[src/rtl/control_unit_p.sv]
// -----------------------------------------------------------------------------
// control_unit_p
//
// Purpose:
//   Moore microcoded control unit for the phase-1 ARM data path. A small
//   fetch/decode sequencer walks through the instruction fetch (S1..S4),
//   decodes the fetched instruction (S5) and then runs one of the execute
//   states: data processing with write-back (S10/S11), compare/test without
//   write-back (S14/S15) or the load/store-multiple loop (S20). Each state
//   emits a 34-bit control word on CU_OUT.
//
// Parameters:
//   STATE_W     state register width (encodings 0..2**STATE_W-1)
//
// Ports:
//   CLK         in   1   clock, all state changes on the rising edge
//   RST         in   1   synchronous active-high reset (state -> S0)
//   IR          in   32  instruction register contents
//   MOC         in   1   memory operation complete
//   COND        in   1   1 = IR[31:28] condition satisfied
//   LSM_DETECT  in   1   1 = LSM register list not empty
//   LSM_END     in   1   1 = last LSM transfer
//   CU_OUT      out  34  control word
//   STATE       out  STATE_W current state (debug)
//
// CU_OUT field map (MSB first):
//   33 FRLd | 32 RFLd | 31 IRLd | 30 MARLd | 29 MDRLd | 28 R/W | 27 MOV
//   26:25 MA | 24:22 MB | 21:19 MC | 18:17 MD | 16 ME | 15:11 OP
//   10 SLS_EN | 9:7 MS | 6 LSM_EN | 5:3 LSM_IN | 2:1 MH | 0 MF
//
// Configuration macro:
//   MOC_WAIT_EN  defined   : S3 holds until MOC=1 (variable-latency memory).
//                undefined : MOC is ignored and S3 always advances to S4
//                            (single-cycle memory).
// -----------------------------------------------------------------------------
module control_unit_p #(
  parameter int STATE_W = 6
) (
  input  logic               CLK,
  input  logic               RST,
  input  logic [31:0]        IR,
  input  logic               MOC,
  input  logic               COND,
  input  logic               LSM_DETECT,
  input  logic               LSM_END,
  output logic [33:0]        CU_OUT,
  output logic [STATE_W-1:0] STATE
);

  // ---------------------------------------------------------------------------
  // State encodings
  // ---------------------------------------------------------------------------
  localparam logic [STATE_W-1:0] S0  = STATE_W'(0);   // idle
  localparam logic [STATE_W-1:0] S1  = STATE_W'(1);   // MAR <- PC
  localparam logic [STATE_W-1:0] S2  = STATE_W'(2);   // PC <- PC + 4, start read
  localparam logic [STATE_W-1:0] S3  = STATE_W'(3);   // MDR <- memory
  localparam logic [STATE_W-1:0] S4  = STATE_W'(4);   // IR <- MDR
  localparam logic [STATE_W-1:0] S5  = STATE_W'(5);   // decode
  localparam logic [STATE_W-1:0] S10 = STATE_W'(10);  // DP register, write-back
  localparam logic [STATE_W-1:0] S11 = STATE_W'(11);  // DP immediate, write-back
  localparam logic [STATE_W-1:0] S14 = STATE_W'(14);  // DP register, test only
  localparam logic [STATE_W-1:0] S15 = STATE_W'(15);  // DP immediate, test only
  localparam logic [STATE_W-1:0] S20 = STATE_W'(20);  // LSM transfer loop

  // ---------------------------------------------------------------------------
  // Mux select / ALU codes
  // ---------------------------------------------------------------------------
  localparam logic [1:0] MA_RN    = 2'b00;
  localparam logic [1:0] MA_R15   = 2'b01;
  localparam logic [2:0] MB_PB    = 3'b000;
  localparam logic [2:0] MB_SHIFT = 3'b001;
  localparam logic [2:0] MB_FOUR  = 3'b010;
  localparam logic [2:0] MC_R15   = 3'b001;
  localparam logic [2:0] MC_RD    = 3'b011;
  localparam logic [1:0] MD_MEM   = 2'b01;
  localparam logic [4:0] OP_ADD   = 5'b00100;
  localparam logic [4:0] OP_PASSA = 5'b10000;

  // Instruction class field IR[27:25]
  localparam logic [2:0] CLS_DP_REG = 3'b000;
  localparam logic [2:0] CLS_DP_IMM = 3'b001;
  localparam logic [2:0] CLS_LSM    = 3'b100;

  // Data-processing opcodes 10xx (TST/TEQ/CMP/CMN) only update flags
  localparam logic [1:0] OPC_TEST   = 2'b10;

  // ---------------------------------------------------------------------------
  // Control word layout; packing order matches the CU_OUT bit map exactly.
  // ---------------------------------------------------------------------------
  typedef struct packed {
    logic       frld;    // 33
    logic       rfld;    // 32
    logic       irld;    // 31
    logic       marld;   // 30
    logic       mdrld;   // 29
    logic       rw;      // 28
    logic       mov;     // 27
    logic [1:0] ma;      // 26:25
    logic [2:0] mb;      // 24:22
    logic [2:0] mc;      // 21:19
    logic [1:0] md;      // 18:17
    logic       me;      // 16
    logic [4:0] op;      // 15:11
    logic       sls_en;  // 10
    logic [2:0] ms;      // 9:7
    logic       lsm_en;  // 6
    logic [2:0] lsm_in;  // 5:3
    logic [1:0] mh;      // 2:1
    logic       mf;      // 0
  } ctrl_word_t;

  logic [STATE_W-1:0] state_q;
  logic [STATE_W-1:0] state_d;
  ctrl_word_t         cw;

  // Decoded instruction fields used by the decode and execute states
  logic [2:0] ir_class;
  logic       ir_bit4;
  logic [1:0] ir_opc_hi;
  logic [3:0] ir_opcode;
  logic       ir_sbit;
  logic [2:0] ir_lsm_mode;
  logic       mem_done;

  assign ir_class    = IR[27:25];
  assign ir_bit4     = IR[4];
  assign ir_opc_hi   = IR[24:23];
  assign ir_opcode   = IR[24:21];
  assign ir_sbit     = IR[20];
  assign ir_lsm_mode = IR[24:22];

`ifdef MOC_WAIT_EN
  // Variable-latency memory: hold the read until the memory acknowledges.
  assign mem_done = MOC;
  logic unused_ir;
  assign unused_ir = ^{IR[31:28], IR[19:5], IR[3:0]};
`else
  // Single-cycle memory: the data is always ready one cycle after the strobe.
  assign mem_done = 1'b1;
  logic unused_ir;
  assign unused_ir = ^{IR[31:28], IR[19:5], IR[3:0], MOC};
`endif

  // ---------------------------------------------------------------------------
  // State register
  // ---------------------------------------------------------------------------
  always_ff @(posedge CLK) begin
    if (RST) begin
      state_q <= S0;
    end else begin
      state_q <= state_d;
    end
  end

  // ---------------------------------------------------------------------------
  // Next-state logic
  // ---------------------------------------------------------------------------
  always_comb begin
    state_d = S0;
    case (state_q)
      S0: state_d = S1;
      S1: state_d = S2;
      S2: state_d = S3;
      S3: state_d = mem_done ? S4 : S3;
      S4: state_d = S5;
      S5: begin
        if (!COND) begin
          // Condition failed: the instruction becomes a no-op, fetch the next.
          state_d = S1;
        end else if (ir_class == CLS_DP_REG && !ir_bit4) begin
          // IR[4]=1 in this class is a register-specified shift or a
          // multiply/extension encoding, neither of which is supported yet.
          state_d = (ir_opc_hi == OPC_TEST) ? S14 : S10;
        end else if (ir_class == CLS_DP_IMM) begin
          state_d = (ir_opc_hi == OPC_TEST) ? S15 : S11;
        end else if (ir_class == CLS_LSM) begin
          state_d = S20;
        end else begin
          state_d = S1;
        end
      end
      S10, S11, S14, S15: state_d = S1;
      S20: begin
        if (!LSM_DETECT || LSM_END) begin
          state_d = S1;
        end else begin
          state_d = S20;
        end
      end
      default: state_d = S0;  // unused encodings recover through idle
    endcase
  end

  // ---------------------------------------------------------------------------
  // Output logic (Moore: state register plus the registered IR fields)
  // ---------------------------------------------------------------------------
  always_comb begin
    cw = '0;
    case (state_q)
      S1: begin
        cw.ma    = MA_R15;
        cw.op    = OP_PASSA;
        cw.marld = 1'b1;
      end
      S2: begin
        // PC + 4 written back into R15 while the read strobe starts.
        cw.ma   = MA_R15;
        cw.mb   = MB_FOUR;
        cw.op   = OP_ADD;
        cw.mc   = MC_R15;
        cw.rfld = 1'b1;
        cw.mov  = 1'b1;
        cw.rw   = 1'b1;
      end
      S3: begin
        cw.mov   = 1'b1;
        cw.rw    = 1'b1;
        cw.mdrld = 1'b1;
        cw.md    = MD_MEM;
      end
      S4: begin
        cw.irld = 1'b1;
        cw.md   = MD_MEM;
      end
      S10, S11: begin
        // For S11 the shifter already presents the rotated immediate on B.
        cw.ma   = MA_RN;
        cw.mb   = MB_SHIFT;
        cw.mc   = MC_RD;
        cw.rfld = 1'b1;
        cw.frld = ir_sbit;
        cw.op   = {1'b0, ir_opcode};
      end
      S14, S15: begin
        // Test/compare: flags always update, destination never written.
        cw.ma   = MA_RN;
        cw.mb   = MB_SHIFT;
        cw.rfld = 1'b0;
        cw.frld = 1'b1;
        cw.op   = {1'b0, ir_opcode};
      end
      S20: begin
        cw.lsm_en = 1'b1;
        cw.lsm_in = ir_lsm_mode;
      end
      default: cw = '0;
    endcase
  end

  // MB_PB is the idle select for the B mux; referenced so the code table
  // stays complete alongside the other selects.
  logic unused_mb_pb;
  assign unused_mb_pb = ^MB_PB;

  assign CU_OUT = cw;
  assign STATE  = state_q;

endmodule

[config.mk]
export PLATFORM = sky130hd
export DESIGN_NAME = control_unit_p
export DESIGN_NICKNAME = d
export VERILOG_FILES = /design/src/rtl/control_unit_p.sv
export SDC_FILE = /design/constraint.sdc
export NUM_CORES = 1
export LEC_CHECK = 0
export CORE_MARGIN = 3
export CORE_UTILIZATION = 28
export DETAILED_ROUTE_END_ITERATION = 10
export PLACE_DENSITY = 0.92
export SYNTH_ARGS = -nofsm -noshare
export SYNTH_HDL_FRONTEND = slang
export SYNTH_SLANG_ARGS = --single-unit
[constraint.sdc]
create_clock -name CLK -period 2.8 [get_ports CLK]
set_clock_uncertainty 0.2 [all_clocks]
set_input_delay 0.42 -clock CLK [delete_from_list [all_inputs] [get_ports CLK]]
set_output_delay 0.42 -clock CLK [all_outputs]
set_load 0.05 [all_outputs]
[Yosys cells after proc, flatten, opt, wreduce, memory -nomap -nowiden]
Index checks and enable logic that the tools add are counted.
Word-level totals
  logic and storage cells: 48
  input port bits: 38
  register bits after elaboration: 6
Cells by class
  mux-type cells: 20
  eq/ne operators: 13
  reduce and logical (&&, ||, !) cells: 14
Operator list (count)
  $pmux 5 s7: 1
  $mux 5: 5
  $eq 6x4->1 const B: 4
  $pmux 5 s3: 1
  $eq 6x2->1 const B: 2
  $eq 6x3->1 const B: 2
  $reduce_or 2->1: 5
  $pmux 2 s2: 2
  $eq 6x1->1 const B: 1
  $eq 6x5->1 const B: 1
  $logic_not 6->1: 1
  $mux 1: 6
  $mux 3: 2
  $reduce_or 5->1: 1
  $mux 4: 1
  $reduce_or 4->1: 1
  $eq 3x1->1 const B: 1
  $eq 3x3->1 const B: 1
  $logic_not 3->1: 1
  $reduce_or 3->1: 1
  $eq 2x2->1 const B: 1
  $logic_not 1->1: 2
  $mux 2: 1
  $pmux 1 s2: 1
  other kinds (2): 2

[Logic depth before layout (Yosys ltp)]
Gate-level depths: netlist of run 1.
  depth after elaboration: 6
  mapped depth: 6

[Least setup slack after synthesis of run 1]
Ideal clock, no wire load.
  kind: register to output
  start point: reg state_q[1], in the netlist STATE[1]
  end point: out CU_OUT[32]
  path slack: -0.866 ns
  data arrival time: 3.046 ns
  stages on the path, launching flop included: 6
  path buffers: 2
  path through: dfxtp_1 buf_6 nor4b_2 and2b_1 or2_2 buf_4
Between the ends
  word-level cells in the longest chain between the ends: 3
  elaborated cells between the ends (all ways): 5
  classes of those cells: 3 x eq/ne; 1 x mux; 1 x reduce/logical
Ends and longest elaborated chain
  start: declaration: RTL line 112  | logic [STATE_W-1:0] state_q;
  start signal: assignment: RTL line 151  | state_q <= state_d;
  $eq 6x4->1 or $eq 6x2->1 (tied branches): RTL line 199  | case (state_q)
  $reduce_or 3->1 (no source line) (*)
  $mux 1 (*): RTL line 199
  end: declaration: RTL line 46  | output logic [33:0] CU_OUT,
Mark *: on every way between the ends. The rest lies on a longest branch, timed or not.

[Worst setup path in the final report of run 1]
  start point: reg state_q[3], in the netlist STATE[3]
  end point: out CU_OUT[22]
Between the ends
  word-level cells in the longest chain between the ends: 3
  elaborated cells between the ends (all ways): 7
  classes of those cells: 5 x eq/ne; 1 x mux; 1 x reduce/logical
Ends and longest elaborated chain (RTL line)
  $eq 6x4->1: 199
  $reduce_or 4->1 (no source line)
  $pmux 2 s2 (*): 199
Marks and branches as above.

==> out/qor_table.md, run 1 <==
| Item | Reported |
|---|---|
| Final routed wire length divided by cell count | 11.72 um |
| Wire length of the first global-routing pass | 2484 um |
| Pre-antenna DRT Iters | 4 |
| Number of antenna violations at the first check in global routing | 0 |
| Register-to-Register Setup Slack | 1.07 ns |
| Most frequent standard cell in the layout excluding fill and tap cells | sky130_fd_sc_hd__clkdlybuf4s50_1 |
| # port buffers | 40 |
| Fraction of the mapped netlist area in adder cells | 0% |
| Arrival @ worst endpoint | 2.07 ns |
| Summed instance area of the synthesized netlist | 630.6 sq um |
| Number of DRC violations after detailed-routing iteration 0 | 6 |
| Power per Cell Area | 427.6 mW/mm^2 |
| Post-CTS Setup Inserts | 0 |
| Maximum clock frequency | 372.4 MHz |
| Number of cells after detailed placement | 140 |
| Die width | 53.46 um |
| Most used cells in the layout excluding fill and tap cells | 24 x sky130_fd_sc_hd__clkdlybuf4s50_1, 15 x sky130_fd_sc_hd__buf_4, 13 x sky130_fd_sc_hd__conb_1, 7 x sky130_fd_sc_hd__nor2_1, 5 x sky130_fd_sc_hd__inv_1 |
| Num CTS Buffers | 3 |
| WL final | 1687 um |
| Number of max-cap violations | 0 |
| Power consumption | 422.2 uW |
| Number of standard cells in the layout, taps in and fillers out | 144 |
| Hold/Removal Path Class | reg2reg |
| Syn Inst Count | 80 |
| Floorplan die height | 53.46 um |
| Clock tree from TritonCTS | built |
| H-tree Lvls | 1 |
| Endpoint kind of the worst setup timing path | output pin |
| Number of diodes | 0 |
| Crit-path max FO | 11 |
| Peak supply drop | 0.2618 mV |
| Cells traversed along the worst timing path | nand3b_1 -> inv_1 -> clkdlybuf4s50_1 |
| Max Buffers Root-to-Sink | 2 |
| Root cell of the clock tree | sky130_fd_sc_hd__clkbuf_4 |
| Post-synthesis register bit count | 5 |
| R2R cell count | 5 |
| Headroom to the max-slew limit | 61.86% |
| Final period utilization | 95.90% |
| Std cell rows | 16 |
| Leading register cell type out of synthesis | sky130_fd_sc_hd__dfxtp_1 |
| Minimum setup slack in the final design | 0.1148 ns |
| Mean post-synth cell area | 7.883 sq um |
| # setup viols final | 0 |
| Clock insertion delay at the later pin of the skew report | 0.24 ns |
| Worst setup path start | STATE[3]$_SDFF_PP0_ |
| Min Tclk post-route | 2.685 ns |
| Unrepaired setup endpoints after global routing | false |
| CTS-repair resized insts | 0 |
| Starting density of the core | 30.88% |
| Vias after detailed routing | 650 |
| Category of the most critical setup path | reg2out |
| Number of flip-flops under the largest register name | 5 |
| Xor-xnor portion of the synthesized cell area | 1.389% |
| Share of cells above drive strength 1 | 25.64% |
| Cell area after placement | 955.9 sq um |
| Avg Vias per Cell | 4.514 |
| Peak per-stage delay on the critical path | 0.82 ns |
| IO Count | 78 |
| Net count reported at finish | 156 |
| Antenna violation net count after detailed routing | 0 |
| Pin count of the biggest net entering global routing | 15 |
| Critical path required time | 2.18 ns |
| Tot GR Track Use | 11.90% |
| Area enclosed by the die boundary | 0.002857 sq mm |
| Number of synthesis warnings | 0 |
| DRC errors left | 0 |
| Run status | finished clean |
| Area share of and/or/nand/nor cells after synthesis | 41.67% |
| Synthesized-area fraction occupied by ao, oa, aoi and oai cells | 12.90% |
| EDFF count, synth | 0 |
| Static leakage power | 0.5036 nW |
| Mux cell area share after synthesis | 0% |
| Count of final hold-check violations | 0 |
| Critical Path Slowest Stage Cell | sky130_fd_sc_hd__clkdlybuf4s50_1 |
| Pin slew with the least headroom to its limit | 0.5714 ns |
| Congestion Overflow GR | 0 |
| Core box area | 0.002042 sq mm |
| Largest family of logic cells by synthesized area | simple AND/OR/NAND/NOR gates |
| Cell variety after synth | 36 |
| Endpoint of the worst register-to-register path | STATE[2]$_SDFF_PP0_ |
| Clock slew at reported path FFs | 0.04 ns |
| Layout-stage area growth over the synthesis result | 56.55% |
| Routability congestion estimate | 0.7819 |
| Async S/R FF share, synth | 0% |
| Worst setup slack after placement | 0.3418 ns |
| Startpoint of the worst-slack reg-to-reg timing path | STATE[2]$_SDFF_PP0_ |
| Setup TNS Final | 0 ns |
| Portion of the post-synthesis area used by sequential elements | 15.87% |
| Sink count of the clock tree | 5 |
| Max Slew Vio Count | 0 |
| Hold Buf Count CTS | 0 |
| Startpoint kind of the worst setup timing path | register |
| Vias in the first global route | 585 |
| Critical Path Sink | CU_OUT[22] |
| Layout Cell Area excl Fill | 987.2 sq um |
| Hpwl dp | 1453 um |
[per-stage QoR]
stage	util [%]	hold WS, ns
floorplan	-	0.4354
global placement	46.81	0.5178
detailed placement	46.81	0.5609
CTS	48.10	0.5662
global route	48.35	0.6326
finish	48.35	0.5525
[worst max-delay path: cells and delay by family (launching register included)]
| kind | cells | cell delay [ns] |
|---|---|---|
| buf+inv | 2 | 0.99 |
| flops | 1 | 0.62 |
| simple gates | 1 | 0.21 |
[per-layer routing]
| metal | share of wire, % | track usage, % | vias to the layer above |
|---|---|---|---|
| li1 | - | - | 319 |
| met1 | 34 | 10.67 | 302 |
| met2 | 57 | 24.08 | 27 |
| met3 | 7.4 | 3.099 | 2 |
| met4 | 1.0 | 5.106 | 0 |
| met5 | 0 | 0 | - |
[synth_stat cells, types with 2 or more instances]
library cell | number | area, sq um
sky130_fd_sc_hd__buf_4 | 17 | 127.6
sky130_fd_sc_hd__nor2_1 | 7 | 26.28
sky130_fd_sc_hd__dfxtp_1 | 5 | 100.1
sky130_fd_sc_hd__inv_1 | 5 | 18.77
sky130_fd_sc_hd__and3_1 | 4 | 25.02
sky130_fd_sc_hd__and2_1 | 3 | 18.77
sky130_fd_sc_hd__nand2_1 | 3 | 11.26
sky130_fd_sc_hd__nand2b_1 | 3 | 18.77
sky130_fd_sc_hd__nor2b_1 | 3 | 18.77
sky130_fd_sc_hd__a21oi_1 | 2 | 10.01
sky130_fd_sc_hd__buf_6 | 2 | 22.52
sky130_fd_sc_hd__nor4_1 | 2 | 12.51
[how the worst min path moves through the flow]
stage                                   start                  end  slack [ns]  cells after the start
after global placement    STATE[2]$_SDFF_PP0_  STATE[1]$_SDFF_PP0_        0.52                      3
after global routing      STATE[2]$_SDFF_PP0_  STATE[1]$_SDFF_PP0_        0.63                      3
after floorplan                           RST  STATE[2]$_SDFF_PP0_        0.44                      2
after CTS                 STATE[2]$_SDFF_PP0_  STATE[1]$_SDFF_PP0_        0.57                      3
after detailed placement  STATE[2]$_SDFF_PP0_  STATE[1]$_SDFF_PP0_        0.56                      3
final                     STATE[2]$_SDFF_PP0_  STATE[1]$_SDFF_PP0_        0.55                      3
[power by group]
part / leakage [nW] / switching (mW) / internal [mW]
Clock: 0.0150 / 0.0295 / 0.0539
Sequential: 0.0412 / 0.0124 / 0.0764
Combinational: 0.447 / 0.168 / 0.0816
Total: 0.504 / 0.210 / 0.212
[cells by family after synthesis]
group,count (synthesis)
other,1
DFF,5
buffers and inverters,25
AOI/OAI and AO/OA,10
xor gates and xnor gates,1
and+or+nand+nor,38
[layout make-up]
cell class / count / area, sq um
Fill cell: 203 / 1055
Timing Repair Buffer: 41 / 377.9
Multi-Input combinational cell: 62 / 429.2
Clock buffer: 4 / 26.28
Sequential cell: 5 / 101.3
Tap cell: 27 / 33.78
Inverter: 5 / 18.77
Note: power is estimated with default switching activity, not from simulation.
==> inputs of run 2 (changes only) <==
--- a/config.mk
+++ b/config.mk
@@ -7,6 +7,7 @@
 export LEC_CHECK = 0
 export CORE_MARGIN = 3
 export CORE_UTILIZATION = 28
+export CTS_CLUSTER_SIZE = 24
 export DETAILED_ROUTE_END_ITERATION = 10
 export PLACE_DENSITY = 0.92
 export SYNTH_ARGS = -nofsm -noshare
==> results of run 2 <==
The final DEF is identical to that of run 1; final timing and power are the same.
==> inputs of run 3 (changes only) <==
--- a/config.mk
+++ b/config.mk
@@ -9,6 +9,7 @@
 export CORE_UTILIZATION = 28
 export CTS_CLUSTER_SIZE = 24
 export DETAILED_ROUTE_END_ITERATION = 10
+export HOLD_SLACK_MARGIN = 0.1
 export PLACE_DENSITY = 0.92
 export SYNTH_ARGS = -nofsm -noshare
 export SYNTH_HDL_FRONTEND = slang
==> results of run 3 <==
The final DEF is identical to that of run 1; final timing and power are the same.
